<file path="src/rtl/sram_bist_pkg.sv">
// Shared types and the March C- table for the SRAM BIST controller.
package sram_bist_pkg;

   typedef enum logic [1:0] {
      W0 = 2'd0,
      W1 = 2'd1,
      R0 = 2'd2,
      R1 = 2'd3
   } march_op_t;

   typedef enum logic [1:0] {
      IDLE  = 2'd0,
      RUN   = 2'd1,
      DRAIN = 2'd2,
      DONE  = 2'd3
   } ctrl_state_t;

   localparam int MARCH_NUM_ELEM = 6;
   localparam int MARCH_MAX_OPS  = 2;

   // Single-op elements pad their second slot; it is never reached.
   localparam logic [1:0] MARCH_OP_CNT [MARCH_NUM_ELEM] = '{2'd1, 2'd2, 2'd2, 2'd2, 2'd2, 2'd1};

   localparam march_op_t MARCH_OPS [MARCH_NUM_ELEM][MARCH_MAX_OPS] = '{
      '{W0, W0},
      '{R0, W1},
      '{R1, W0},
      '{R0, W1},
      '{R1, W0},
      '{R0, R0}
   };

   localparam logic MARCH_DOWN [MARCH_NUM_ELEM] = '{1'b0, 1'b0, 1'b0, 1'b1, 1'b1, 1'b0};

   function automatic logic op_is_read(input march_op_t op);
      return op inside {R0, R1};
   endfunction

   function automatic logic op_value(input march_op_t op);
      return op inside {W1, R1};
   endfunction

endpackage

</file>
<file path="src/rtl/sram_march_seq.sv">
// March sequencer: walks element / op / address and presents the op to issue next.
module sram_march_seq
   import sram_bist_pkg::*;
#(
   parameter int ADDR_WIDTH = 9
) (
   input  logic                  clk,
   input  logic                  rst,
   input  logic                  advance,
   output march_op_t             op,
   output logic [ADDR_WIDTH-1:0] addr,
   output logic [2:0]            elem,
   output logic                  last
);

   localparam logic [ADDR_WIDTH-1:0] ADDR_MAX = '1;

   logic [2:0]            elem_q, elem_d;
   logic                  op_idx_q, op_idx_d;
   logic [ADDR_WIDTH-1:0] addr_q, addr_d;
   logic                  op_last, addr_term, elem_last;

   always_comb begin
      // NOTE: every variable gets a default first so no path leaves it unassigned (no latch).
      elem_d   = elem_q;
      op_idx_d = op_idx_q;
      addr_d   = addr_q;

      op_last   = ({1'b0, op_idx_q} == (MARCH_OP_CNT[elem_q] - 2'd1));
      addr_term = MARCH_DOWN[elem_q] ? (addr_q == '0) : (addr_q == ADDR_MAX);
      elem_last = (elem_q == 3'(MARCH_NUM_ELEM - 1));
      last      = elem_last && op_last && addr_term;

      if (advance) begin
         if (!op_last) begin
            op_idx_d = 1'b1;
         end else begin
            op_idx_d = 1'b0;
            if (!addr_term) begin
               addr_d = MARCH_DOWN[elem_q] ? (addr_q - 1'b1) : (addr_q + 1'b1);
            end else if (elem_last) begin
               // Wrap to the initial position so the next start needs no extra clear.
               elem_d = '0;
               addr_d = '0;
            end else begin
               elem_d = elem_q + 3'd1;
               addr_d = MARCH_DOWN[elem_d] ? ADDR_MAX : '0;
            end
         end
      end
   end

   always_ff @(posedge clk) begin
      // NOTE: state is updated with non-blocking assignments so all flops see pre-edge values.
      if (rst) begin
         elem_q   <= '0;
         op_idx_q <= 1'b0;
         addr_q   <= '0;
      end else begin
         elem_q   <= elem_d;
         op_idx_q <= op_idx_d;
         addr_q   <= addr_d;
      end
   end

   assign op   = MARCH_OPS[elem_q][op_idx_q];
   assign addr = addr_q;
   assign elem = elem_q;

endmodule

</file>
<file path="src/rtl/sram_march_bist_ctrl.sv">
// March C- BIST controller for one single-port SRAM macro: FSM, registered pins,
// one-cycle-delayed read compare and first-fail / fail-count capture.
module sram_march_bist_ctrl
   import sram_bist_pkg::*;
#(
   parameter int                    ADDR_WIDTH  = 9,
   parameter int                    DATA_WIDTH  = 32,
   parameter int                    WMASK_WIDTH = 4,
   parameter logic [DATA_WIDTH-1:0] BG_PATTERN  = '0,
   parameter int                    CNT_WIDTH   = 16
) (
   input  logic                   clk,
   input  logic                   rst,
   input  logic                   start,
   output logic                   busy,
   output logic                   done,
   output logic                   fail,
   output logic [CNT_WIDTH-1:0]   fail_count,
   output logic [ADDR_WIDTH-1:0]  fail_addr,
   output logic [2:0]             fail_elem,
   output logic [DATA_WIDTH-1:0]  fail_data,
   output logic                   sram_we,
   output logic [WMASK_WIDTH-1:0] sram_wmask,
   output logic [ADDR_WIDTH-1:0]  sram_addr,
   output logic [DATA_WIDTH-1:0]  sram_din,
   input  logic [DATA_WIDTH-1:0]  sram_dout
);

   ctrl_state_t state_q, state_d;

   logic                   sram_we_q, sram_we_d;
   logic [WMASK_WIDTH-1:0] sram_wmask_q, sram_wmask_d;
   logic [ADDR_WIDTH-1:0]  sram_addr_q, sram_addr_d;
   logic [DATA_WIDTH-1:0]  sram_din_q, sram_din_d;
   logic                   rd_q, rd_d;
   logic [DATA_WIDTH-1:0]  rd_exp_q, rd_exp_d;
   logic [2:0]             rd_elem_q, rd_elem_d;
   logic                   last_q, last_d;

   logic                   cmp_valid_q, cmp_valid_d;
   logic [DATA_WIDTH-1:0]  cmp_exp_q, cmp_exp_d;
   logic [ADDR_WIDTH-1:0]  cmp_addr_q, cmp_addr_d;
   logic [2:0]             cmp_elem_q, cmp_elem_d;

   logic                   fail_q, fail_d;
   logic [CNT_WIDTH-1:0]   fail_count_q, fail_count_d;
   logic [ADDR_WIDTH-1:0]  fail_addr_q, fail_addr_d;
   logic [2:0]             fail_elem_q, fail_elem_d;
   logic [DATA_WIDTH-1:0]  fail_data_q, fail_data_d;

   march_op_t             seq_op;
   logic [ADDR_WIDTH-1:0] seq_addr;
   logic [2:0]            seq_elem;
   logic                  seq_last;
   logic                  start_acc, issue, miss;
   logic [DATA_WIDTH-1:0] seq_pat;

   sram_march_seq #(
      .ADDR_WIDTH (ADDR_WIDTH)
   ) u_seq (
      .clk     (clk),
      .rst     (rst),
      .advance (issue),
      .op      (seq_op),
      .addr    (seq_addr),
      .elem    (seq_elem),
      .last    (seq_last)
   );

   always_comb begin
      start_acc = start && (state_q == IDLE || state_q == DONE);
      issue     = start_acc || (state_q == RUN && !last_q);
      seq_pat   = op_value(seq_op) ? ~BG_PATTERN : BG_PATTERN;
      miss      = cmp_valid_q && (sram_dout != cmp_exp_q);

      state_d = state_q;
      case (state_q)
         IDLE:    if (start) state_d = RUN;
         RUN:     if (last_q) state_d = DRAIN;
         DRAIN:   state_d = DONE;
         DONE:    if (start) state_d = RUN;
         default: state_d = IDLE;
      endcase

      sram_we_d    = 1'b0;
      sram_wmask_d = '0;
      sram_addr_d  = sram_addr_q;
      sram_din_d   = sram_din_q;
      rd_d         = 1'b0;
      rd_exp_d     = rd_exp_q;
      rd_elem_d    = rd_elem_q;
      last_d       = 1'b0;
      if (issue) begin
         sram_we_d    = !op_is_read(seq_op);
         sram_wmask_d = {WMASK_WIDTH{!op_is_read(seq_op)}};
         sram_addr_d  = seq_addr;
         sram_din_d   = seq_pat;
         rd_d         = op_is_read(seq_op);
         rd_exp_d     = seq_pat;
         rd_elem_d    = seq_elem;
         last_d       = seq_last;
      end

      // The macro returns read data one cycle after the read edge, hence the extra stage.
      cmp_valid_d = rd_q;
      cmp_exp_d   = rd_exp_q;
      cmp_addr_d  = sram_addr_q;
      cmp_elem_d  = rd_elem_q;

      fail_d       = fail_q;
      fail_count_d = fail_count_q;
      fail_addr_d  = fail_addr_q;
      fail_elem_d  = fail_elem_q;
      fail_data_d  = fail_data_q;
      if (start_acc) begin
         fail_d       = 1'b0;
         fail_count_d = '0;
         fail_addr_d  = '0;
         fail_elem_d  = '0;
         fail_data_d  = '0;
      end else if (miss) begin
         fail_d = 1'b1;
         if (fail_count_q != '1) fail_count_d = fail_count_q + 1'b1;
         if (!fail_q) begin
            fail_addr_d = cmp_addr_q;
            fail_elem_d = cmp_elem_q;
            fail_data_d = sram_dout;
         end
      end
   end

   always_ff @(posedge clk) begin
      if (rst) begin
         state_q      <= IDLE;
         sram_we_q    <= 1'b0;
         sram_wmask_q <= '0;
         sram_addr_q  <= '0;
         sram_din_q   <= '0;
         rd_q         <= 1'b0;
         rd_exp_q     <= '0;
         rd_elem_q    <= '0;
         last_q       <= 1'b0;
         cmp_valid_q  <= 1'b0;
         cmp_exp_q    <= '0;
         cmp_addr_q   <= '0;
         cmp_elem_q   <= '0;
         fail_q       <= 1'b0;
         fail_count_q <= '0;
         fail_addr_q  <= '0;
         fail_elem_q  <= '0;
         fail_data_q  <= '0;
      end else begin
         state_q      <= state_d;
         sram_we_q    <= sram_we_d;
         sram_wmask_q <= sram_wmask_d;
         sram_addr_q  <= sram_addr_d;
         sram_din_q   <= sram_din_d;
         rd_q         <= rd_d;
         rd_exp_q     <= rd_exp_d;
         rd_elem_q    <= rd_elem_d;
         last_q       <= last_d;
         cmp_valid_q  <= cmp_valid_d;
         cmp_exp_q    <= cmp_exp_d;
         cmp_addr_q   <= cmp_addr_d;
         cmp_elem_q   <= cmp_elem_d;
         fail_q       <= fail_d;
         fail_count_q <= fail_count_d;
         fail_addr_q  <= fail_addr_d;
         fail_elem_q  <= fail_elem_d;
         fail_data_q  <= fail_data_d;
      end
   end

   assign busy       = (state_q == RUN) || (state_q == DRAIN);
   assign done       = (state_q == DONE);
   assign fail       = fail_q;
   assign fail_count = fail_count_q;
   assign fail_addr  = fail_addr_q;
   assign fail_elem  = fail_elem_q;
   assign fail_data  = fail_data_q;
   assign sram_we    = sram_we_q;
   assign sram_wmask = sram_wmask_q;
   assign sram_addr  = sram_addr_q;
   assign sram_din   = sram_din_q;

endmodule

</file>
<file path="config.mk">
export PLATFORM = sky130hd
export DESIGN_NAME = sram_march_bist_ctrl
export DESIGN_NICKNAME = d
export VERILOG_FILES = /design/src/rtl/sram_bist_pkg.sv /design/src/rtl/sram_march_seq.sv /design/src/rtl/sram_march_bist_ctrl.sv
export SDC_FILE = /design/constraint.sdc
export NUM_CORES = 1
export LEC_CHECK = 0
export ABC_AREA = 1
export CAP_MARGIN = 20
export CORE_MARGIN = 4
export CORE_UTILIZATION = 53
export CTS_CLUSTER_DIAMETER = 120
export DETAILED_ROUTE_END_ITERATION = 8
export PLACE_DENSITY = 0.95
export SYNTH_ARGS = -nofsm -noshare
export SYNTH_HDL_FRONTEND = slang
export SYNTH_SLANG_ARGS = --single-unit
</file>
<file path="constraint.sdc">
create_clock -name clk -period 3.43 [get_ports clk]
set_input_delay 1.029 -clock clk [delete_from_list [all_inputs] [get_ports clk]]
set_output_delay 1.029 -clock clk [all_outputs]
set_load 0.02 [all_outputs]
</file>
==> flow_results.org <==
** Run status
- Result of the run :: complete, no violations

** Synth
- Number of enable-type register cells in the synthesized netlist :: 0
- Counting flops and latches in the post-synthesis netlist gives roughly 110.
- After synthesis, the mean cell area works out to 6.49 µm².
- The most used flip-flop cell after synthesis is sky130_fd_sc_hd__dfxtp_1.
- After synthesis, the cell types taking the most area are sky130_fd_sc_hd__dfxtp_1, sky130_fd_sc_hd__nand2_1, sky130_fd_sc_hd__nor2_1, sky130_fd_sc_hd__inv_1, sky130_fd_sc_hd__buf_4.
- Post-Syn Instances :: 835
- Cell Area, Synth :: roughly 5400 µm²
- Post-synthesis cell type with the largest combined area :: sky130_fd_sc_hd__dfxtp_1
- Register area share after synthesis :: approximately two fifths
- Yosys warning total :: 0
- Synthesis produced a netlist with a net count of 881.
- Share of Yosys cell area claimed by the top area cell type :: about 39%
- The number of different library cells used by synthesis comes to 33.
- For this run, asynchronously set or reset flops after synthesis account for 0%.

** Floorplan
- Core ar. :: approximately 10000 µm²
- I/O pin total :: 144
- The initialized floorplan defines 36 standard-cell rows.
- Height of the die :: roughly 110 µm
- Once the floorplan was initialized, standard cells occupied about 55% of the core.
- Total Die Area :: about 12000 µm²
- Die width :: ~110 µm

** Timing
- The count of final hold-check violations came to 0.
- Period minus WS final :: around 3.1 ns
- For this run, the top clock speed supported by timing is 0.320 GHz.
- Final clock skew :: ~0.011 ns
- Setup total negative slack on the finished layout was measured at 0 ns.
- Total of endpoints with negative setup slack in the final report :: 0
- RSZ-0062 raised after global routing :: no
- After layout, the worst setup slack is around 0.31 ns.
- For the pin with the worst max-slew slack, the measured transition is around 0.94 ns.
- Final Cycle Share :: 91.1%
- The number of pins with negative max-slew slack in the final report was 0.
- Max-slew headroom :: 37.5%

** CTS
- Clock tree from TritonCTS :: built
- The clock reaches the later pin of the worst-skew pair after about 0.36 ns.
- Counting along the longest clock path gives a buffer depth of 2.
- Clk root buf :: sky130_fd_sc_hd__clkbuf_8
- In this run the number of H-tree levels came out at 3.
- Clock transition time at the flip-flop clock pins of the worst setup and hold paths :: 0.11 ns
- Total clock buffers created by CTS :: 9
- The clock net in this run drives a total of around 110 sinks.
- After clock tree synthesis, the repair step resized 0 gates.
- After clock tree synthesis, the flow added hold-fix buffers numbering 0.
- Post-CTS setup-driven buffer insertion count :: 0

** Placed design
- Port buffering added roughly 140 buffers.
- Placement-stage worst setup slack :: between 0.4 and 0.5 ns
- Detailed Place HPWL :: slightly below 10000 µm
- After detailed placement, the design holds a cell count of 1058.
- Routability-driven placement finished with a final weighted congestion of 0.878.

** Route
- 1st-pass router iterations :: 5
- After the first detailed-routing iteration, the DRC count stood at approximately 410.
- Routed wire length per instance :: 12.2 µm
- Dividing the detail-routed via count by the number of cells gives between 4 and 5.
- Overall via count from detail_route :: a little over 5000
- Total wire length after detailed routing :: 13100 µm
- The count of nets left with antenna violations once routing finished came out at 0.
- DR DRC count :: 0

** Critical path
- Arrival @ worst endpoint :: around 2.1 ns
- CP delay by family, top :: flip-flops
- Nature of the critical path startpoint :: flop
- Number of buffers and inverters on the critical path :: 1
- STA classifies the critical path endpoint as an output pin.
- The slowest stage of the critical path is the sky130_fd_sc_hd__dfxtp_1 cell.
- Largest stage delay on the critical path :: about 0.95 ns
- At the worst endpoint, the required time is between 2 and 2.5 ns.
- Maximum fanout count along the critical path :: 33
- Critical path class :: reg -> out
- CP Cell Sequence :: clkdlybuf4s50_1

** Power
- Internal power consumption :: 2.37 mW
- Switch Pwr :: ~1.4 mW
- Of the total power, the share spent switching nets is approximately 38%.
- Summed over all cells, the static leakage comes to 3.31 nW.
- In this run, the combinational gates consume about two fifths of the power.
- The design draws approximately 3.8 mW.
- The share of total power dissipated in sequential elements is between 40% and 50%.
- Share of total power in the clock network :: a little over a fifth
- Across the VDD grid, the largest voltage drop is about 0.41 mV.
- Power per cell area :: 551 nW/µm²

** Finish
- Leading cell type in the layout, fill and taps excluded :: sky130_fd_sc_hd__nand2_1
- Layout-stage area growth over the synthesis result :: 27.9%
- The top cell types in the final layout, fill and taps aside, are sky130_fd_sc_hd__nand2_1, sky130_fd_sc_hd__nor2_1, sky130_fd_sc_hd__clkdlybuf4s50_1, sky130_fd_sc_hd__inv_1, sky130_fd_sc_hd__dfxtp_1.
- Final Non-Filler Cells :: roughly 1100
- Cells fill 70.2% of the core in the end.
- Net count reported at finish :: 982
- The repair_antennas step left the layout with diodes totalling 0.
- Share of layout cells above drive strength 1 :: around 4.0%

** GRT
- Entering global routing, the biggest net connects 59 pins.
- The first global-routing pass estimated 21200 µm of wire.
- Summed over all layers, the global routing overflow is 0.
- Number of antenna violations at the first check in global routing :: 0
- The via count of the first global-routing pass is ~4700.
- Global routing used 22.0% of the available tracks.

** Hold path
- The worst hold path belongs to the class reg -> reg.

** Flow run
- Max cap viols :: 0
-- cell usage after synthesis, types with 5 or more instances --
library cell and number:
sky130_fd_sc_hd__nand4_1 17, sky130_fd_sc_hd__nor3_1 8, sky130_fd_sc_hd__buf_4 35, sky130_fd_sc_hd__a21oi_1 31, sky130_fd_sc_hd__buf_1 7, sky130_fd_sc_hd__inv_2 6, sky130_fd_sc_hd__inv_1 132, sky130_fd_sc_hd__clkbuf_1 8
sky130_fd_sc_hd__dfxtp_1 106, sky130_fd_sc_hd__nand3b_1 5, sky130_fd_sc_hd__nand2_1 208, sky130_fd_sc_hd__nor2_1 168, sky130_fd_sc_hd__buf_2 8, sky130_fd_sc_hd__ha_1 10, sky130_fd_sc_hd__nand3_1 27, sky130_fd_sc_hd__o21ai_0 31
-- path summary, 6_finish.rpt --
path	from	endpoint	slack, ns	cells after the start
worst max register to register	u_seq.elem[2]$_SDFFE_PP0P_	u_seq.addr[8]$_SDFFE_PP0P_	1.19	13
worst min-delay path	cmp_valid_d$_SDFF_PP0_	cmp_valid_q$_SDFF_PP0_	0.42	2
worst min register to register	cmp_valid_d$_SDFF_PP0_	cmp_valid_q$_SDFF_PP0_	0.42	2
worst max-delay path	cmp_exp_d[30]$_SDFFE_PP0N_	sram_din[23]	0.31	1
-- per-stage QoR --
| stage | hold WS [ns] | instance area [µm²] |
|---|---|---|
| floorplan | 0.388 | 5420 |
| global placement | 0.396 | 6720 |
| detailed placement | 0.411 | 6720 |
| CTS | 0.424 | 6930 |
| global route | 0.441 | 6930 |
| finish | 0.420 | 6930 |
-- tightest hold or removal path: stages (launching register included) --
cell                      delay (ns)
sky130_fd_sc_hd__dfxtp_1        0.31
sky130_fd_sc_hd__inv_1          0.04
sky130_fd_sc_hd__nor2_1         0.03
-- cell families after synthesis --
family,count (synthesis),share of synthesized area (%)
AND/OR/NAND/NOR,445,33.7
buffers and inverters,199,16.8
flip-flops,106,39.2
AO/OA/AOI/OAI,70,6.97
adder cells (fa/ha/maj),11,2.68
XOR/XNOR,4,0.647
-- area by class of cell --
type / instances / area (µm²)
fillers: 782 / 2940
multi-input cells: 530 / 2380
flip-flops and latches: 106 / 2120
repair buffers: 151 / 1530
inverters: 138 / 518
well taps: 133 / 166
clock buffers: 9 / 124
clock inverters: 7 / 82.6
-- routing by layer --
metal  global-route usage, %  share of wire (%)  vias to the layer above
met3                    3.91                6.8                       28
li1                        -                  -                     2697
met5                       0                  0                        -
met2                    38.2                 48                      172
met1                    27.1                 43                     2291
met4                    8.12                2.3                        0
-- flip-flops by register name, indices dropped and copies added, names as in the netlist, 9 cells and up --
name	count
cmp_addr_q	9
fail_addr	9
fail_count	16
fail_data	32
sram_addr	9
u_seq.addr	9
-- power groups by stage --
stage                     logic [mW]  registers [mW]  clock network, mW
after floorplan                 1.02            1.57                  0
after global placement          1.44            1.55                  0
after detailed placement        1.48            1.56                  0
after CTS                       1.49            1.54              0.819
after global routing            1.59            1.56              0.863
final                           1.48            1.54              0.803
No activity file was read; power rests on OpenSTA's default activity.
